[config.mk]
export PLATFORM = sky130hd
export DESIGN_NAME = uart_tx_sched
export DESIGN_NICKNAME = d
export VERILOG_FILES = /design/src/rtl/uart_tx_sched.sv
export SDC_FILE = /design/constraint.sdc
export NUM_CORES = 1
export LEC_CHECK = 0
export CORE_ASPECT_RATIO = 1.25
export CORE_MARGIN = 3
export CORE_UTILIZATION = 46
export DETAILED_ROUTE_END_ITERATION = 12
export PLACE_DENSITY = 0.85
export SLEW_MARGIN = 30
export SYNTH_ARGS = -nofsm -noshare
export SYNTH_HDL_FRONTEND = slang
export SYNTH_SLANG_ARGS = --single-unit
[constraint.sdc]
create_clock -name clk -period 4.3 [get_ports clk]
set_input_delay 0.645 -clock clk [delete_from_list [all_inputs] [get_ports clk]]
set_output_delay 0.645 -clock clk [all_outputs]
set_load 0.05 [all_outputs]
[src/rtl/uart_tx_sched.sv]
// uart_tx_sched: round-robin scheduler that shares one UART tx line and its
// baud generator between NREQ byte requesters. Frames go out LSB-first on the
// ticks returned by the generator; back-to-back frames keep the generator on.
// Optional build macro: UART_TX_PARITY_EN adds an even-parity bit before stop.
//
// state | meaning
// IDLE  | line idle high, generator off, accepts a request immediately
// ARM   | generator enabled, waiting for its first tick
// START | start bit (0)
// DATA  | eight data bits, LSB first
// PAR   | even parity bit (parity build only)
// STOP  | stop bit (1); on its tick either chain the next frame or go idle
module uart_tx_sched #(
  parameter int NREQ = 4,
  parameter int IDW  = $clog2(NREQ)
) (
  input  logic              clk,
  input  logic              rst,
  input  logic [NREQ-1:0]   req_valid,
  input  logic [8*NREQ-1:0] req_data,
  output logic [NREQ-1:0]   req_ready,
  input  logic              baud_tick,
  output logic              baud_ena,
  output logic              tx,
  output logic              busy,
  output logic [IDW-1:0]    grant_id
);

`ifdef UART_TX_PARITY_EN
  typedef enum logic [2:0] {IDLE, ARM, START, DATA, PAR, STOP} state_t;
`else
  typedef enum logic [2:0] {IDLE, ARM, START, DATA, STOP} state_t;
`endif

  state_t         state_q, state_d;
  logic [7:0]     shift_q;
  logic [2:0]     bit_cnt_q;
  logic [IDW-1:0] last_q;
  logic [IDW-1:0] cand;
  logic [IDW-1:0] win_idx;
  logic           win_found;
  logic           accept;
  logic [7:0]     win_byte;
`ifdef UART_TX_PARITY_EN
  logic           par_q;
`endif

  // Round-robin search starting just after the most recently granted index.
  always_comb begin
    win_found = 1'b0;
    win_idx   = '0;
    cand      = '0;
    for (int k = 1; k <= NREQ; k++) begin
      cand = IDW'((int'(last_q) + k) % NREQ);
      if (!win_found && req_valid[cand]) begin
        win_found = 1'b1;
        win_idx   = cand;
      end
    end
  end

  // Accept only while idle or on the stop tick; reset masks the handshake so
  // no accept is issued while rst is held low.
  always_comb begin
    accept    = 1'b0;
    req_ready = '0;
    if (rst && win_found && (state_q == IDLE || (state_q == STOP && baud_tick))) begin
      accept    = 1'b1;
      req_ready = NREQ'(1) << win_idx;
    end
  end

  assign win_byte = req_data[{win_idx, 3'b000} +: 8];

  // State register.
  always_ff @(posedge clk) begin
    if (!rst) state_q <= IDLE;
    else      state_q <= state_d;
  end

  // Next-state and line/enable outputs.
  always_comb begin
    state_d  = state_q;
    tx       = 1'b1;
    baud_ena = 1'b1;
    busy     = 1'b1;
    case (state_q)
      IDLE: begin
        baud_ena = 1'b0;
        busy     = 1'b0;
        if (accept) state_d = ARM;
      end
      ARM: begin
        if (baud_tick) state_d = START;
      end
      START: begin
        tx = 1'b0;
        if (baud_tick) state_d = DATA;
      end
      DATA: begin
        tx = shift_q[0];
`ifdef UART_TX_PARITY_EN
        if (baud_tick && bit_cnt_q == 3'd7) state_d = PAR;
`else
        if (baud_tick && bit_cnt_q == 3'd7) state_d = STOP;
`endif
      end
`ifdef UART_TX_PARITY_EN
      PAR: begin
        tx = par_q;
        if (baud_tick) state_d = STOP;
      end
`endif
      STOP: begin
        if (baud_tick) state_d = accept ? START : IDLE;
      end
      default: begin
        baud_ena = 1'b0;
        busy     = 1'b0;
        state_d  = IDLE;
      end
    endcase
  end

  // Byte latch, grant bookkeeping, shifter and bit counter.
  always_ff @(posedge clk) begin
    if (!rst) begin
      shift_q   <= '0;
      bit_cnt_q <= '0;
      last_q    <= IDW'(NREQ - 1);
      grant_id  <= '0;
`ifdef UART_TX_PARITY_EN
      par_q     <= 1'b0;
`endif
    end else if (accept) begin
      shift_q  <= win_byte;
      grant_id <= win_idx;
      last_q   <= win_idx;
`ifdef UART_TX_PARITY_EN
      par_q    <= ^win_byte;
`endif
    end else if (state_q == START && baud_tick) begin
      bit_cnt_q <= '0;
    end else if (state_q == DATA && baud_tick) begin
      shift_q   <= {1'b0, shift_q[7:1]};
      bit_cnt_q <= bit_cnt_q + 3'd1;
    end
  end

endmodule
== After elaboration in Yosys (flattened, before gate mapping) ==
Index checks and enable logic that the tools add are counted.
W data, S select, Z words.

* Output and inout bits: 9
* Register bits after elaboration: 18

* $add $sub $neg: 5
* Bitwise logic cells: 1
* Reductions and logical operators: 20
* Mux-type cells: 32
* Shifts and indexed selects: 2
* Magnitude comparators: 4
* Eq/ne operators: 11

{| class="wikitable"
|+ Operators with widths
! operator !! count
|-
| $shiftx A32 B6 Y8 || 1
|-
| $mux W8 || 3
|-
| $mux W3 || 7
|-
| $pmux W3 S5 || 1
|-
| $lt A2 B3 Y1 const B || 4
|-
| $ne A2 B2 Y1 const B || 6
|-
| $mux W1 || 10
|-
| $mux W2 || 5
|-
| $logic_and A1 B1 Y1 || 9
|-
| $bmux W1 S2 || 4
|-
| $eq A3 B2 Y1 const B || 2
|-
| $eq A3 B3 Y1 const B || 2
|-
| $reduce_and A5 Y1 || 1
|-
| $add A2 B1 Y2 const B || 2
|-
| $add A2 B2 Y2 const B || 2
|-
| $mux W4 || 1
|-
| $reduce_and A2 Y1 || 2
|-
| $reduce_bool A2 Y1 || 2
|-
| $reduce_or A4 Y1 || 1
|-
| $shl A1 B2 Y4 const A || 1
|-
| $add A3 B1 Y3 const B || 1
|-
| $eq A3 B1 Y1 const B || 1
|-
| $logic_not A1 Y1 || 3
|-
| $logic_not A3 Y1 || 1
|-
| 3 further kinds || 3
|}

== Logic depth before layout (Yosys ltp) ==
* Word-level depth: 19
* Depth in mapped cells: 7

== Least setup slack after synthesis ==
No wires, ideal clock.

* Path type: input -> output
* From: in rst
* To: out req_ready[0]
* Setup slack: 1.279 ns
* Stages on the path: 5
* Buffers on the path: 1
* Arrival: 2.376 ns
* Path through: buf_2 -> o41ai_1 -> nor3_1 -> nand2_1 -> nor3_1

* Cells in the longest elaborated chain, start to end: 3

{| class="wikitable"
|+ Ends and longest elaborated chain
! item !! RTL line !! RTL
|-
| start, declared || 18 || <nowiki>input logic rst,</nowiki>
|-
| $logic_and A1 B1 Y1 (2 in a row) || 67 || <nowiki>if (rst && win_found && (state_q == IDLE || (state_q == STOP && baud_tick))) begin</nowiki>
|-
| $mux W4 || 67 ||
|-
| end, declared || 21 || <nowiki>output logic [NREQ-1:0] req_ready,</nowiki>
|}

No other way between the ends.

== Final worst setup path ==
* From: in req_valid[3]
* To: out req_ready[0]

* Cells in the longest elaborated chain, start to end: 15
* Elaborated cells on any way between the ends: 26

{| class="wikitable"
|+ Ends and longest elaborated chain
! item !! RTL line !! RTL
|-
| start, declared || 19 || <nowiki>input logic [NREQ-1:0] req_valid,</nowiki>
|-
| $bmux W1 S2 || 55 || <nowiki>if (!win_found && req_valid[cand]) begin</nowiki>
|-
| $mux W1 (not written as such) || 55 ||
|-
| $mux W1 || 55 ||
|-
| $logic_not A1 Y1 || 55 ||
|-
| $logic_and A1 B1 Y1 || 55 ||
|-
| $mux W1 || 55 ||
|-
| $logic_not A1 Y1 || 55 ||
|-
| $logic_and A1 B1 Y1 || 55 ||
|-
| $mux W1 || 55 ||
|-
| $logic_not A1 Y1 || 55 ||
|-
| $logic_and A1 B1 Y1 || 55 ||
|-
| $mux W1 || 55 ||
|-
| $logic_and A1 B1 Y1 (2 in a row) || 67 ||
|-
| $mux W4 * || 67 ||
|}

Every way passes the cells marked *; elsewhere a longest branch is shown, timed or not. The select of a mux whose other input is x is not followed.

==> flow_summary.yaml <==
clock_network:
  cts.sinks: 18
  clk_pin_slew_ps: 100
  cts_hold_buffers: 0
  cts.htree.levels: 1
  clockBufferDepth: 2
  post_cts_resized: 0
  cts_made_buffers: 3
  clock_latency_ps: 310
  tritoncts: "yes"
  clock-root-buffer: "clkbuf_4"
  cts_setup_buffers: 0
power:
  leakagePower_uw: 0.0006448
  power_density_nw_per_um2: 290.8
  peakVddDrop_v: 0.0001932
  total_power_uw: 488.7
synthesis:
  ys_ff_latch: 18
  avgSynthCellArea_um2: 8.989
  ys_types: 35
  synth_enable_flop_cells: 0
  synthArstFlopShare_pct: 0
  netlist_area_um2: 1169
  ys_warn_count: 0
  synthCells: 130
  synth_flop_cell: "dfxtp_1"
  syn_nets: 171
  ys_seq_area_share_pct: 30.84
sta:
  worstMarginPinSlew_ps: 562.5
  rsz0062_at_grt: "no"
  period_share_pct: 83.17
  hold_viol: 0
  finalSetupTns_ps: 0
  whs_ps: 480.2
  min_period_ps: 3576
  finalSetupViolations: 0
  max_freq_mhz: 279.6
  slew-limit-headroom_pct: 62.36
  drv_slew: 0
  fin_skew_ps: 10.78
floorplan:
  coreArea_um2: 2306
  die_w_um: 51.08
  initial_utilization_pct: 50.68
  pin_count: 48
  rows: 19
  dieArea_um2: 3185
  die_h_um: 62.35
worst_setup_path:
  worstPathRequired_ps: 3650
  critPathKind: "in2out"
  worstPathMaxFanout: 7
  critPathArrivalTime_ps: 2930
  critPathCaptureType: "output pin"
  startpoint_type: "primary input"
placement:
  placement.io_buffers: 47
  gp_congestion: 0.7934
  dpl.hpwl_mm: 2.330
drt:
  via_count: 1149
  route.antenna.remaining_nets: 0
  wire_per_inst_um: 14.30
  first_iter_violations: 24
  via_per_inst: 5.578
  first_pass_iters: 4
  wl_mm: 2.946
  drc: 0
finish:
  layout_commonest_cell: "clkdlybuf4s50_1"
  area_growth_syn_to_layout_pct: 43.79
  mostFrequentLayoutCells: "clkdlybuf4s50_1 (47), dfxtp_1 (18), mux2i_1 (15), nand2_1 (13), o21ai_0 (10)"
  nNetsFinal: 217
  diodes: 0
  drive_gt1_share_pct: 11.43
grt:
  grt_pass1_vias: 1201
  grtUsageTotal_pct: 20.73
  met3_usage_pct: 4.306
  grt_use_met1_pct: 23.22
  grt_antenna_before_repair: 0
  busiest_layer: "met2"
  grt_pass1_wl_mm: 5.168
  overflow: 0
  use_met2_pct: 36.77
  grt_max_degree: 19
hold_path:
  min_path_type: "reg2reg"
status:
  status: "complete, no violations"
run:
  maxCapViolations: 0
==> power breakdown <==
| group | switching (uW) | total, uW | internal [uW] |
|---|---|---|---|
| Clock | 58.9 | 111 | 51.7 |
| Combinational | 89.7 | 181 | 91.6 |
| Sequential | 14.4 | 197 | 182 |
==> cells in the mapped netlist, drive strengths merged (2+ instances only) <==
| cell type | instances | area, um^2 |
|---|---|---|
| a221oi | 7 | 61.31 |
| ha | 2 | 25.02 |
| buf | 6 | 50.04 |
| nand2 | 13 | 48.80 |
| a21boi | 3 | 22.52 |
| nor3 | 4 | 20.02 |
| and2 | 2 | 12.51 |
| o21ai | 12 | 60.06 |
| nor2b | 5 | 33.78 |
| mux2 | 8 | 90.09 |
| inv | 3 | 11.26 |
| clkbuf | 3 | 11.26 |
| nand4 | 3 | 18.77 |
| a211oi | 2 | 15.01 |
| nor2 | 9 | 33.78 |
| dfxtp | 18 | 360.4 |
| mux2i | 15 | 150.1 |
| nand3 | 3 | 20.02 |
==> state kept, by name (all words and copies together), names as in the netlist <==
signal,count
shift_q,8
bit_cnt_q,3
state_q,3
grant_id,2
last_q,2
==> worst max-delay path: stages <==
cell,delay (ps)
clkdlybuf4s50_1,580
o41ai_1,130
nor3_1,270
nand2_1,220
nor3_1,240
clkdlybuf4s50_1,840
==> cell type report <==
| type | count | area, um^2 |
|---|---|---|
| timing repair buffer | 50 | 493.0 |
| fill | 176 | 625.6 |
| tap | 31 | 38.79 |
| multi-input combinational | 100 | 740.7 |
| inverter | 3 | 11.26 |
| clock buffer | 4 | 36.28 |
| sequential | 18 | 360.3 |
==> worst paths after layout <==
kind / start / endpoint / slack [ps] / cells past startpoint
setup reg to reg: state_q[0]$_SDFFE_PN0P_ / shift_q[1]$_SDFFE_PN0P_ / 2430 / 4
hold reg to reg: bit_cnt_q[2]$_SDFFE_PN0P_ / bit_cnt_q[2]$_SDFFE_PN0P_ / 480 / 2
hold / removal: bit_cnt_q[2]$_SDFFE_PN0P_ / bit_cnt_q[2]$_SDFFE_PN0P_ / 480 / 2
setup / recovery: req_valid[3] / req_ready[0] / 720 / 6
==> routing by layer <==
| metal | part of all wire (%) | wire (um) |
|---|---|---|
| met5 | 0 | 0 |
| met4 | 1.6 | 48 |
| met3 | 6.1 | 179 |
| met2 | 52 | 1520 |
| met1 | 41 | 1197 |
==> per-stage QoR <==
| stage | instance area, um^2 | worst slack, ps | utilization, % | cells |
|---|---|---|---|---|
| 4_1_cts | 1680 | 758.5 | 72.87 | 206 |
| 3_3_place_gp | 1644 | 848.3 | 71.30 | 202 |
| 3_5_place_dp | 1644 | 776.4 | 71.30 | 202 |
| 2_1_floorplan | 1169 | 1279 | - | 130 |
| 5_1_grt | 1680 | 522.5 | 72.87 | 206 |
| 6_report | 1680 | 723.8 | 72.87 | 206 |
==> logic make-up (layout without fill, tap and decap cells) <==
logic type | count (synthesis) | after routing | share of synthesized area [%]
xor gates and xnor gates | 1 | 1 | 0.7496
AOI/OAI and AO/OA | 32 | 32 | 20.34
buffers and inverters | 12 | 57 | 6.209
adders and majority gates | 2 | 2 | 2.141
muxes | 24 | 24 | 22.48
DFF | 18 | 18 | 30.84
and+or+nand+nor | 41 | 41 | 17.24
No activity file was read; power rests on OpenSTA's default activity.
